--- config.mk ---
export PLATFORM = sky130hd
export DESIGN_NAME = vend_controller
export DESIGN_NICKNAME = d
export VERILOG_FILES = /design/src/rtl/vend_pkg.sv /design/src/rtl/vend_stock_table.sv /design/src/rtl/vend_controller.sv
export SDC_FILE = /design/constraint.sdc
export NUM_CORES = 1
export LEC_CHECK = 0
export CAP_MARGIN = 20
export CORE_UTILIZATION = 49
export CTS_CLUSTER_DIAMETER = 40
export DETAILED_ROUTE_END_ITERATION = 8
export PLACE_DENSITY = 0.81
export SYNTH_ARGS = -nofsm -noshare
export SYNTH_HDL_FRONTEND = slang
export SYNTH_SLANG_ARGS = --single-unit
--- constraint.sdc ---
create_clock -name clk -period 3.29 [get_ports clk]
set_clock_uncertainty 0.15 [all_clocks]
set_input_delay 0.329 -clock clk [delete_from_list [all_inputs] [get_ports clk]]
set_output_delay 0.329 -clock clk [all_outputs]
set_load 0.05 [all_outputs]
--- src/rtl/vend_pkg.sv ---
// Shared state type and default widths for the vending controller slice.
package vend_pkg;

    localparam int unsigned CODE_W_DEF     = 2;
    localparam int unsigned COUNT_W_DEF    = 3;
    localparam int unsigned MONEY_W_DEF    = 4;
    localparam int unsigned STOCK_INIT_DEF = 7;
    localparam int unsigned NUM_PROD       = 2 ** CODE_W_DEF;

    typedef enum logic [2:0] {
        IDLE,
        COLLECT,
        CHECK,
        DISPENSE,
        REJECT,
        CHANGE
    } state_t;

endpackage

--- src/rtl/vend_stock_table.sv ---
// Per-product stock counters: restock overwrite, decrement on dispense, read of the addressed entry.
module vend_stock_table
    import vend_pkg::*;
#(
    parameter int unsigned        CODE_W     = CODE_W_DEF,
    parameter int unsigned        COUNT_W    = COUNT_W_DEF,
    parameter int unsigned        N_ENTRY    = NUM_PROD,
    parameter logic [COUNT_W-1:0] STOCK_INIT = COUNT_W'(STOCK_INIT_DEF)
) (
    input  logic               clk,
    input  logic               rst,
    input  logic               wr_en,
    input  logic [CODE_W-1:0]  wr_code,
    input  logic [COUNT_W-1:0] wr_qty,
    input  logic               dec_en,
    input  logic [COUNT_W-1:0] dec_qty,
    input  logic [CODE_W-1:0]  rd_code,
    output logic [COUNT_W-1:0] rd_qty
);

    logic [COUNT_W-1:0] stock [N_ENTRY];

    always_ff @(posedge clk or posedge rst) begin
        if (rst) begin
            for (int unsigned i = 0; i < N_ENTRY; i++) begin
                stock[i] <= STOCK_INIT;
            end
        end else begin
            if (wr_en) begin
                stock[wr_code] <= wr_qty;
            end
            if (dec_en) begin
                stock[rd_code] <= stock[rd_code] - dec_qty;
            end
        end
    end

    assign rd_qty = stock[rd_code];

endmodule

--- src/rtl/vend_controller.sv ---
// Vending sequencer: coin credit, selection latch, stock check, dispense/reject, change handshake.
module vend_controller
    import vend_pkg::*;
#(
    parameter int unsigned CODE_W     = CODE_W_DEF,
    parameter int unsigned COUNT_W    = COUNT_W_DEF,
    parameter int unsigned MONEY_W    = MONEY_W_DEF,
    parameter int unsigned STOCK_INIT = STOCK_INIT_DEF
) (
    input  logic               clk,
    input  logic               rst,
    input  logic               coin_valid,
    input  logic [MONEY_W-1:0] coin_value,
    input  logic               sel_valid,
    input  logic [CODE_W-1:0]  sel_code,
    input  logic [COUNT_W-1:0] sel_count,
    input  logic               cancel,
    input  logic               restock_valid,
    input  logic [CODE_W-1:0]  restock_code,
    input  logic [COUNT_W-1:0] restock_qty,
    input  logic               change_ack,
    output logic [CODE_W-1:0]  dp_code,
    output logic [COUNT_W-1:0] dp_count,
    output logic [MONEY_W-1:0] dp_money,
    input  logic               dp_possible,
    input  logic [MONEY_W-1:0] dp_remaining,
    output logic [MONEY_W-1:0] credit,
    output logic               coin_reject,
    output logic               vend,
    output logic [CODE_W-1:0]  vend_code,
    output logic [COUNT_W-1:0] vend_count,
    output logic               sel_error,
    output logic               change_valid,
    output logic [MONEY_W-1:0] change_amount,
    output logic               busy
);

    state_t             state, state_nx;
    logic [MONEY_W-1:0] credit_nx, change_nx;
    logic [CODE_W-1:0]  code_nx;
    logic [COUNT_W-1:0] count_nx;
    logic               reject_nx;
    logic               restock_en, dec_en;
    logic [COUNT_W-1:0] stock_rd;
    logic [MONEY_W:0]   coin_sum;
    logic               sel_ok;

    vend_stock_table #(
        .CODE_W    (CODE_W),
        .COUNT_W   (COUNT_W),
        .N_ENTRY   (2 ** CODE_W),
        .STOCK_INIT(COUNT_W'(STOCK_INIT))
    ) u_stock (
        .clk    (clk),
        .rst    (rst),
        .wr_en  (restock_en),
        .wr_code(restock_code),
        .wr_qty (restock_qty),
        .dec_en (dec_en),
        .dec_qty(dp_count),
        .rd_code(dp_code),
        .rd_qty (stock_rd)
    );

    // Carry out of the widened sum flags a credit overflow.
    assign coin_sum = {1'b0, credit} + {1'b0, coin_value};
    assign sel_ok   = dp_possible && (dp_count != '0) && (stock_rd >= dp_count);

    always_comb begin
        state_nx   = state;
        credit_nx  = credit;
        change_nx  = change_amount;
        code_nx    = dp_code;
        count_nx   = dp_count;
        reject_nx  = 1'b0;
        restock_en = 1'b0;
        dec_en     = 1'b0;
        unique case (state)
            IDLE: begin
                restock_en = restock_valid;
                if (coin_valid) begin
                    credit_nx = coin_value;
                    state_nx  = COLLECT;
                end
            end
            COLLECT: begin
                if (cancel) begin
                    reject_nx = coin_valid;
                    change_nx = credit;
                    state_nx  = CHANGE;
                end else if (sel_valid) begin
                    reject_nx = coin_valid;
                    code_nx   = sel_code;
                    count_nx  = sel_count;
                    state_nx  = CHECK;
                end else if (coin_valid) begin
                    if (coin_sum[MONEY_W]) begin
                        reject_nx = 1'b1;
                    end else begin
                        credit_nx = coin_sum[MONEY_W-1:0];
                    end
                end
            end
            CHECK: begin
                reject_nx = coin_valid;
                if (sel_ok) begin
                    change_nx = dp_remaining;
                    state_nx  = DISPENSE;
                end else begin
                    state_nx  = REJECT;
                end
            end
            DISPENSE: begin
                reject_nx = coin_valid;
                dec_en    = 1'b1;
                credit_nx = '0;
                state_nx  = CHANGE;
            end
            REJECT: begin
                reject_nx = coin_valid;
                state_nx  = COLLECT;
            end
            CHANGE: begin
                reject_nx = coin_valid;
                if ((change_amount == '0) || change_ack) begin
                    credit_nx = '0;
                    state_nx  = IDLE;
                end
            end
            default: state_nx = IDLE;
        endcase
    end

    always_ff @(posedge clk or posedge rst) begin
        if (rst) begin
            state         <= IDLE;
            credit        <= '0;
            change_amount <= '0;
            dp_code       <= '0;
            dp_count      <= '0;
            coin_reject   <= 1'b0;
        end else begin
            state         <= state_nx;
            credit        <= credit_nx;
            change_amount <= change_nx;
            dp_code       <= code_nx;
            dp_count      <= count_nx;
            coin_reject   <= reject_nx;
        end
    end

    assign dp_money     = credit;
    assign vend         = (state == DISPENSE);
    assign vend_code    = dp_code;
    assign vend_count   = dp_count;
    assign sel_error    = (state == REJECT);
    assign change_valid = (state == CHANGE) && (change_amount != '0);
    assign busy         = (state != IDLE) && (state != COLLECT);

endmodule

==> metrics <==
CTS Buffer Depth 2; Num CTS Buffers 5; Mapped Area roughly 0.0020 mm2; clk sink count 29; Synthesized Nets approximately 220; H-tree depth 2; Worst R2R Path Depth 8; I/O pin total 53; TritonRoute pass-1 iters 4; Synth Warn # 0; chip height 65.7 um; setup violators final 0; Setup Buffers After CTS 0; post-synth top area share 0.214; core area 0.00377 mm2; worst hold-check path type in -> async; Synth cell types 47; clock transition at the registers of the reported paths 0.06 ns; via/cell ratio 5.53; DP Area 0.00248 mm2; worst-path maximum fanout 10; Final WS setup 0.408 ns; Simple-Gate Fraction of Synth Area 0.138; r2r startpoint dp_code[1]; syn_area_per_cell approximately 11 um2; root buf cell clkbuf_8; Layout area overhead 30.2%; final setup TNS 0 ns; drt wl/cell approximately 16 um; max cap viols 0; main combinational cell family by area after synthesis multiplexers; Synth Area in Compound Gates 0.106; DRT iter0 DRCs 114; overall routing resource usage 0.226; Yosys reg bits 29; post-synth top area cell dfrtp_1; # rows 22; Worst Tran Pin Value 0.606 ns; final worst-path cycle share 0.876; number of global-route vias before repair 1,510; Initial Util 0.527; first-pass GRT wire length 7210 um; PostCTS Resize Cnt 0; fin nets ~260; xor and xnor area share after synthesis 0.0132; status complete, no violations; # port buffers 52; Main synth FF type dfrtp_1; layout cell share with drive strength beyond 1 0.211; register area share after synthesis 0.373; worst r2r dst change_amount[3]; dpl hpwl 3330 um; Mapped Cells 179; Die ar. 0.00431 mm2; Final Hold Viols 0; width of the die 65.7 um; CTS tree built; Worst Setup Start Kind flip-flop; Synth area leaders dfrtp_1 21%, dfstp_2 16%, mux2i_1 9.6%; largest net degree at the start of global routing 26; fmax 0.347 GHz; Worst Setup SP dp_code[1]; most common cell in the netlist mux2i_1; Worst-Skew Late Latency 0.29 ns; Tmin final 2.88 ns; initial antenna violation count 0; Worst Setup EP change_amount[3]; pre-CTS setup slack around 0.45 ns; Max-slew headroom 0.593; Synth Area in Adders 0.0705; Slew Viols, Final 0; DRT Wirelength 4370 um; # DRC 0; CTS Hold Bufs 0; Critical Path Sink Type flip-flop; gpl congestion 0.875; vias post-DR 1,525; RSZ-0062 raised after global routing no; R2R Setup Slk 0.41 ns; cell area after layout 0.00259 mm2; mux contribution to synthesized area 0.222; asr flop ratio synth 1.00; critical path arrival ~2.9 ns; grt ovf 0; CP required around 3.3 ns; Setup Crit Path Kind reg -> reg; number of flops mapped to enable cells by yosys 0; Diodes inserted 0; commonest cells in the netlist 19 x mux2i_1, 17 x dfrtp_1, 12 x dfstp_2, 12 x nor2_1; DRT antenna net count 0; Final Core Density 0.686
[worst min-delay path by stage]
stage                     startpoint               end  slack, ns
finish                           rst       dp_count[2]       0.09
global route                     rst       dp_count[1]       0.11
CTS                 change_amount[2]  change_amount[2]       0.41
detailed placement  change_amount[2]  change_amount[2]       0.39
global placement    change_amount[2]  change_amount[2]       0.39
floorplan                        rst  change_amount[0]       0.25
[per-layer routing]
| layer | vias up | GRT usage | share of wire |
|---|---|---|---|
| met1 | 743 | 0.294 | 0.46 |
| met5 | - | 0 | 0 |
| met3 | 8 | 0.0660 | 0.056 |
| met2 | 42 | 0.352 | 0.47 |
| met4 | 0 | 0.0815 | 0.013 |
| li1 | 732 | - | - |
[final cells by class]
cell class / count / area (um2)
Clock buffer: 6 / 72.6
Clock inverter: 2 / 10.0
Fill cell: 285 / 1180
Inverter: 13 / 48.8
Multi-Input combinational cell: 123 / 1090
Sequential cell: 29 / 741
Tap cell: 48 / 60.1
Timing Repair Buffer: 55 / 563
[sequential cells by signal, indices dropped and copies added, names as in the netlist]
signal         cells
dp_code            2
credit             4
u_stock.stock     12
coin_reject        1
dp_count           3
change_amount      4
state              3
[worst max-delay path: stages, from the launching register on]
cell,delay (ns)
dfrtp_1,0.56
mux4_2,0.36
inv_1,0.07
ha_1,0.27
nand2b_1,0.18
a211oi_1,0.45
nor3_4,0.11
a21oi_2,0.26
mux2_1,0.35
[placed cells by master (no fill, tap or decap), types with 4 or more instances in the layout]
| master | count |
|---|---|
| nor2b_1 | 4 |
| clkdlybuf4s50_1 | 52 |
| ha_1 | 8 |
| mux2_1 | 6 |
| a21oi_1 | 6 |
| dfrtp_1 | 17 |
| inv_1 | 10 |
| a211oi_1 | 4 |
| clkbuf_8 | 5 |
| mux2_2 | 5 |
| mux2i_1 | 19 |
| nor2_1 | 12 |
| nand2_1 | 9 |
| dfstp_2 | 12 |
| mux2_4 | 4 |
[logic make-up (layout without fill, tap and decap cells)]
logic type | count (synthesis) | count (layout)
adders and majority gates | 10 | 10
xor gates and xnor gates | 3 | 3
AOI/OAI and AO/OA | 29 | 29
muxes | 37 | 37
buffers and inverters | 27 | 76
DFF | 29 | 29
and+or+nand+nor | 44 | 44
[through the flow]
stage                     hold slack, ns  std cells
final                             0.0868        276
after global routing               0.112        276
after CTS                          0.408        275
after detailed placement           0.385        267
after global placement             0.386        267
after floorplan                    0.248        179
Power is left out: the tool's default activity adds up to more than one toggle a clock period on the data nets, which glitch-free logic cannot reach.
==> RTL change 1, RTL diff (config.mk and constraints unchanged) <==
Change the package constant `CODE_W_DEF` from 2 to 1.
--- a/src/rtl/vend_pkg.sv
+++ b/src/rtl/vend_pkg.sv
@@ -2,5 +2,5 @@
 package vend_pkg;
 
-    localparam int unsigned CODE_W_DEF     = 2;
+    localparam int unsigned CODE_W_DEF     = 1;
     localparam int unsigned COUNT_W_DEF    = 3;
     localparam int unsigned MONEY_W_DEF    = 4;
Ports: changed (resized dp_code, restock_code, sel_code and vend_code); port bits go from 53 to 49. No check against the original RTL was run, so the function may have changed too.
==> RTL change 1 against the unedited design <==
The run now ends with DRC left; area after synthesis fell by 24%; first-iteration DRC count down 70%; sequential cell count is 7 lower; routed wire length shrank 18%; final area is 22% lower; worst setup slack improved by 0.14 ns; global-route usage up 0.55 points; synthesized cell count fell by 17%; highest routed layer unchanged.
==> RTL change 1: results (changes against the unedited design) <==
Run status
  – Failing checks: DRC
  – Status: finished with violations (was complete, no violations)

Setup path
  – CP startpoint: coin_value[0] (was dp_code[1])
  – R2R Path Start: credit[0] (was dp_code[1])
  – Critical-path maximum fanout: 4 (was 10)
  – Worst EP arrival: 2.79 ns (was 2.90 ns)

Route
  – Iter 0 DRT Violations: 34 (was 114)
  – DRC Markers: 4 (was 0)
  – Pre-antenna DRT Iters: 6 (was 4)
  – Drt total wl: 3568 um (was 4366 um)
  – Via count: 1276 (was 1525)

Synthesis
  – Post-synth ARST share: 100.0% (unchanged)
  – Synth top area cells: dfrtp_1, mux2_2, dfstp_2, ha_1, mux2i_1 (was dfrtp_1, dfstp_2, mux2i_1, ha_1, buf_4)
  – Sequential element share of the synthesized area: 36.74% (was 37.28%)
  – Post-Syn Nets: 183 (was 215)
  – Unique masters post-synth: 39 (was 47)
  – Synth top cells by count: dfrtp_1, mux2_2, nand2_1 (was mux2i_1, dfrtp_1, dfstp_2, nor2_1)

CTS
  – Clock root buffer: clkbuf_4 (was clkbuf_8)
  – Clk_lat worst skew: 0.32 ns (was 0.29 ns)
  – Cts bufs inserted: 3 (was 5)
  – Register clock-pin slew on the reported worst setup and hold paths: 0.13 ns (was 0.06 ns)
  – PostCTS Resize Cnt: 0 (unchanged)
  – Htree depth: 1 (was 2)
  – Post-CTS Setup Repair Bufs: 0 (unchanged)

Place
  – Port bufs: 48 (was 52)
  – Post-DP Area: 1964 sq um (was 2477 sq um)
  – Post-DP HPWL: 2843 um (was 3325 um)
  – Placer's final routability congestion estimate: 0.8000 (was 0.8749)

Min path
  – Hold Crit Class: primary input to async pin (unchanged)

Global routing
  – Antenna violations before repair: 0 (unchanged)
  – First-pass GRT wire length: 5885 um (was 7210 um)
  – Global-route usage over all layers: 23.12% (was 22.56%)
  – Pin count of the biggest net entering global routing: 23 (was 26)

Finish
  – Share of layout cells above drive strength 1: 16.32% (was 21.05%)
  – Nets: 225 (was 263)
  – Filler cells: 217 (was 285)
  – Top Registers: u_stock.stock x6, change_amount x4, credit x4 (was u_stock.stock x12, change_amount x4, credit x4)

Timing
  – Worst-Margin Slew: 0.8181 ns (was 0.6062 ns)
==> RTL change 1: worst paths after layout <==
path | slack [ns] | depth (start not counted) | to
worst min-delay path | 0.30 | 2 | change_amount[0]
max in group asynchronous | 2.17 | 2 | coin_reject
min in group clk | 0.42 | 2 | u_stock.stock[1]
worst max register to register | 0.57 | 8 | credit[0]
worst min register to register | 0.42 | 2 | u_stock.stock[1]
worst max-delay path | 0.55 | 9 | credit[0]
==> RTL change 1: kinds of logic (layout without fill, tap and decap cells) <==
family | count (synthesis) | in the layout | share of synthesized area (%)
compound gates | 30 | 30 | 14.66
simple gates | 34 | 34 | 10.87
flops | 22 | 22 | 36.74
buf+inv | 24 | 65 | 8.072
mux | 26 | 26 | 18.70
xor+xnor | 3 | 3 | 1.730
fa+ha+maj | 10 | 10 | 9.226
==> RTL change 1: layer usage <==
| metal | GRT usage [%] | vias up | wire (um) |
|---|---|---|---|
| met5 | 0 | - | 0 |
| li1 | - | 603 | - |
| met3 | 2.232 | 7 | 174 |
| met4 | 8.163 | 0 | 64 |
| met1 | 30.68 | 616 | 1562 |
| met2 | 39.70 | 50 | 1765 |
==> RTL change 1: final cells by class <==
type | count | share of cell area (%)
Multi-Input combinational cell | 103 | 41.56
Tap cell | 31 | 1.923
Sequential cell | 22 | 27.67
Inverter | 13 | 2.419
Clock buffer | 3 | 1.117
Timing Repair Buffer | 48 | 23.82
Clock inverter | 1 | 1.489
==> RTL change 1: critical path, cell delays in order <==
cell,delay [ns]
clkdlybuf4s50_1,0.43
ha_1,0.23
inv_1,0.07
fa_1,0.20
and3b_4,0.22
a2111oi_4,0.30
o22ai_1,0.16
a311oi_2,0.48
mux2_1,0.38
==> RTL change 1: per-stage QoR <==
| stage | setup WS (ns) | util [%] | std cells | total power, uW |
|---|---|---|---|---|
| floorplan | 0.5581 | - | 149 | 1782 |
| global placement | 0.3586 | 68.86 | 217 | 2143 |
| detailed placement | 0.2485 | 68.86 | 217 | 2208 |
| CTS | 0.5474 | 70.70 | 221 | 2431 |
| global route | 0.3698 | 70.70 | 221 | 2577 |
| finish | 0.5474 | 70.70 | 221 | 2418 |
==> RTL change 1: power by group through the flow <==
stage          combinational, uW  clock, uW  sequential (uW)
5_1_grt                     1740        227              613
3_5_place_dp                1610          0              593
2_1_floorplan                982          0              801
4_1_cts                     1630        215              588
3_3_place_gp                1560          0              581
6_report                    1620        209              589
==> RTL change 2, RTL diff (config.mk and constraints unchanged) <==
Made on the original files. Put one more register stage on the output `vend_count`, without a reset. The value now appears one clock later. The other outputs are not delayed to match.
--- a/src/rtl/vend_controller.sv
+++ b/src/rtl/vend_controller.sv
@@ -153,5 +153,7 @@
     assign vend         = (state == DISPENSE);
     assign vend_code    = dp_code;
-    assign vend_count   = dp_count;
+    always_ff @(posedge clk) begin
+        vend_count <= dp_count;
+    end
     assign sel_error    = (state == REJECT);
     assign change_valid = (state == CHANGE) && (change_amount != '0);
Check against the original RTL: not equivalent (Yosys sat finds a counterexample within 4 cycles, from zero or initial values and one cycle with rst high).
==> RTL change 2 against the unedited design <==
Area after synthesis rose by 0.69%; routed wire length rose by 4.4%; final cell count rose by 1.4%; worst setup slack got worse by 0.065 ns; final area rose by 0.34%; sequential cell count rose by 3; critical endpoint is now change_amount[0]; highest routed layer unchanged.
==> RTL change 2: results (changes against the unedited design) <==
Synthesis
  – Syn Area/Cell: 10.93 sq um (was 11.10 sq um)
  – Unique masters post-synth: 45 (was 47)
  – Sequential element share of the synthesized area: 40.03% (was 37.28%)
  – Post-synth ARST share: 90.63% (was 100.0%)
  – Post-Syn Nets: 219 (was 215)
  – Synth top area cells: dfrtp_1, dfstp_2, mux2_2, ha_1, mux2i_1 (was dfrtp_1, dfstp_2, mux2i_1, ha_1, buf_4)
  – Synth warn: 0 (unchanged)
  – Synth top cells by count: mux2_2, dfrtp_1, dfstp_2, inv_1 (was mux2i_1, dfrtp_1, dfstp_2, nor2_1)

CTS
  – Clk buf depth: 2 (unchanged)
  – Clk_lat worst skew: 0.29 ns (about the same)
  – Register clock-pin slew on the reported worst setup and hold paths: 0.06 ns (about the same)

Place
  – Post-Place Setup Slack: 0.3607 ns (was 0.4469 ns)
  – Post-DP Area: 2506 sq um (was 2477 sq um)
  – Port bufs: 52 (unchanged)
  – Post-DP HPWL: 3444 um (was 3325 um)
  – Placer's final routability congestion estimate: 0.9131 (was 0.8749)
  – Placed cell count: 272 (was 267)

Route
  – Iter 0 DRT Violations: 99 (was 114)
  – Wire per inst: 16.28 um (was 15.82 um)
  – Wl on met1: 2111 um (was 2000 um)
  – DR top layer: met4 (unchanged)
  – Pre-antenna DRT Iters: 4 (unchanged)
  – Met2 wire len: 2082 um (was 2065 um)
  – Via count: 1600 (was 1525)
  – Met3 Routed Length: 279 um (was 245 um)

Timing
  – Worst-Margin Slew: 0.9797 ns (was 0.6062 ns)

Finish
  – Filler cells: 289 (was 285)
  – Number of non-clock buffers: 53 (was 55)
  – Number of diodes: 0 (unchanged)
  – Register area: 800.8 sq um (was 740.7 sq um)
  – Nets: 267 (was 263)
  – Non-Clock Buffer Area Fraction: 20.34% (was 21.76%)
  – Comb_multi_in: 126 (was 123)
  – Num sequential: 32 (was 29)
  – Share of layout cells above drive strength 1: 22.41% (was 21.05%)
  – Seq/total area: 30.84% (was 28.63%)
  – Top Registers: u_stock.stock x12, change_amount x4, credit x4 (unchanged)
  – Clock-cell share of area: 3.470% (was 3.191%)
  – Footprint of the multi-input gates: 1069 sq um (was 1092 sq um)
  – Clock buffers: 8 (was 6)
  – Final cell count without fillers: 280 (was 276)

Global routing
  – Vias in the first global route: 1530 (was 1510)
  – Met2 Use GR: 35.59% (was 35.20%)
  – Met3 Usage GRT: 6.379% (was 6.597%)
  – GR Util met1: 33.07% (was 29.41%)
  – First-pass GRT wire length: 7548 um (was 7210 um)
  – Global-route usage over all layers: 23.88% (was 22.56%)
  – Antenna violations before repair: 0 (unchanged)

Pwr
  – Clk pwr: 312 uW
  – Power after layout: 3106 uW
  – Logic pwr share: 61.8%

Floorplan
  – Die Width: 65.90 um (was 65.68 um)

Setup path
  – Critical-path maximum fanout: 10 (unchanged)
  – Slowest stage cell, crit path: or4_4 (was dfrtp_1)
  – Worst path max stage delay: 0.57 ns
  – Worst EP arrival: 2.97 ns (was 2.90 ns)

Min path
  – Hold Crit Class: flip-flop to flip-flop (was primary input to async pin)

Run status
  – Status: complete, no violations (unchanged)
RTL change 2: worst paths after layout:
path	from	end	slack, ns	depth (start not counted)
hold / removal	dp_count[2]	vend_count[2]	0.30	0
min in group asynchronous	rst	change_amount[3]	0.42	2
setup reg to reg	dp_code[0]	change_amount[0]	0.34	8
setup / recovery	dp_code[0]	change_amount[0]	0.34	8
hold reg to reg	dp_count[2]	vend_count[2]	0.30	0
max in group asynchronous	rst	u_stock.stock[7]	1.84	3
RTL change 2: cell families (layout without fill, tap and decap cells):
group                    after synthesis  count (layout)  share of synthesized area (%)
AO/OA/AOI/OAI                         35              35                          11.88
AND/OR/NAND/NOR                       46              46                          14.01
flip-flops                            32              32                          40.03
buffers and inverters                 25              74                          6.566
XOR/XNOR                               3               3                          1.314
adder cells (fa/ha/maj)               10              10                          7.005
multiplexers                          32              32                          19.20
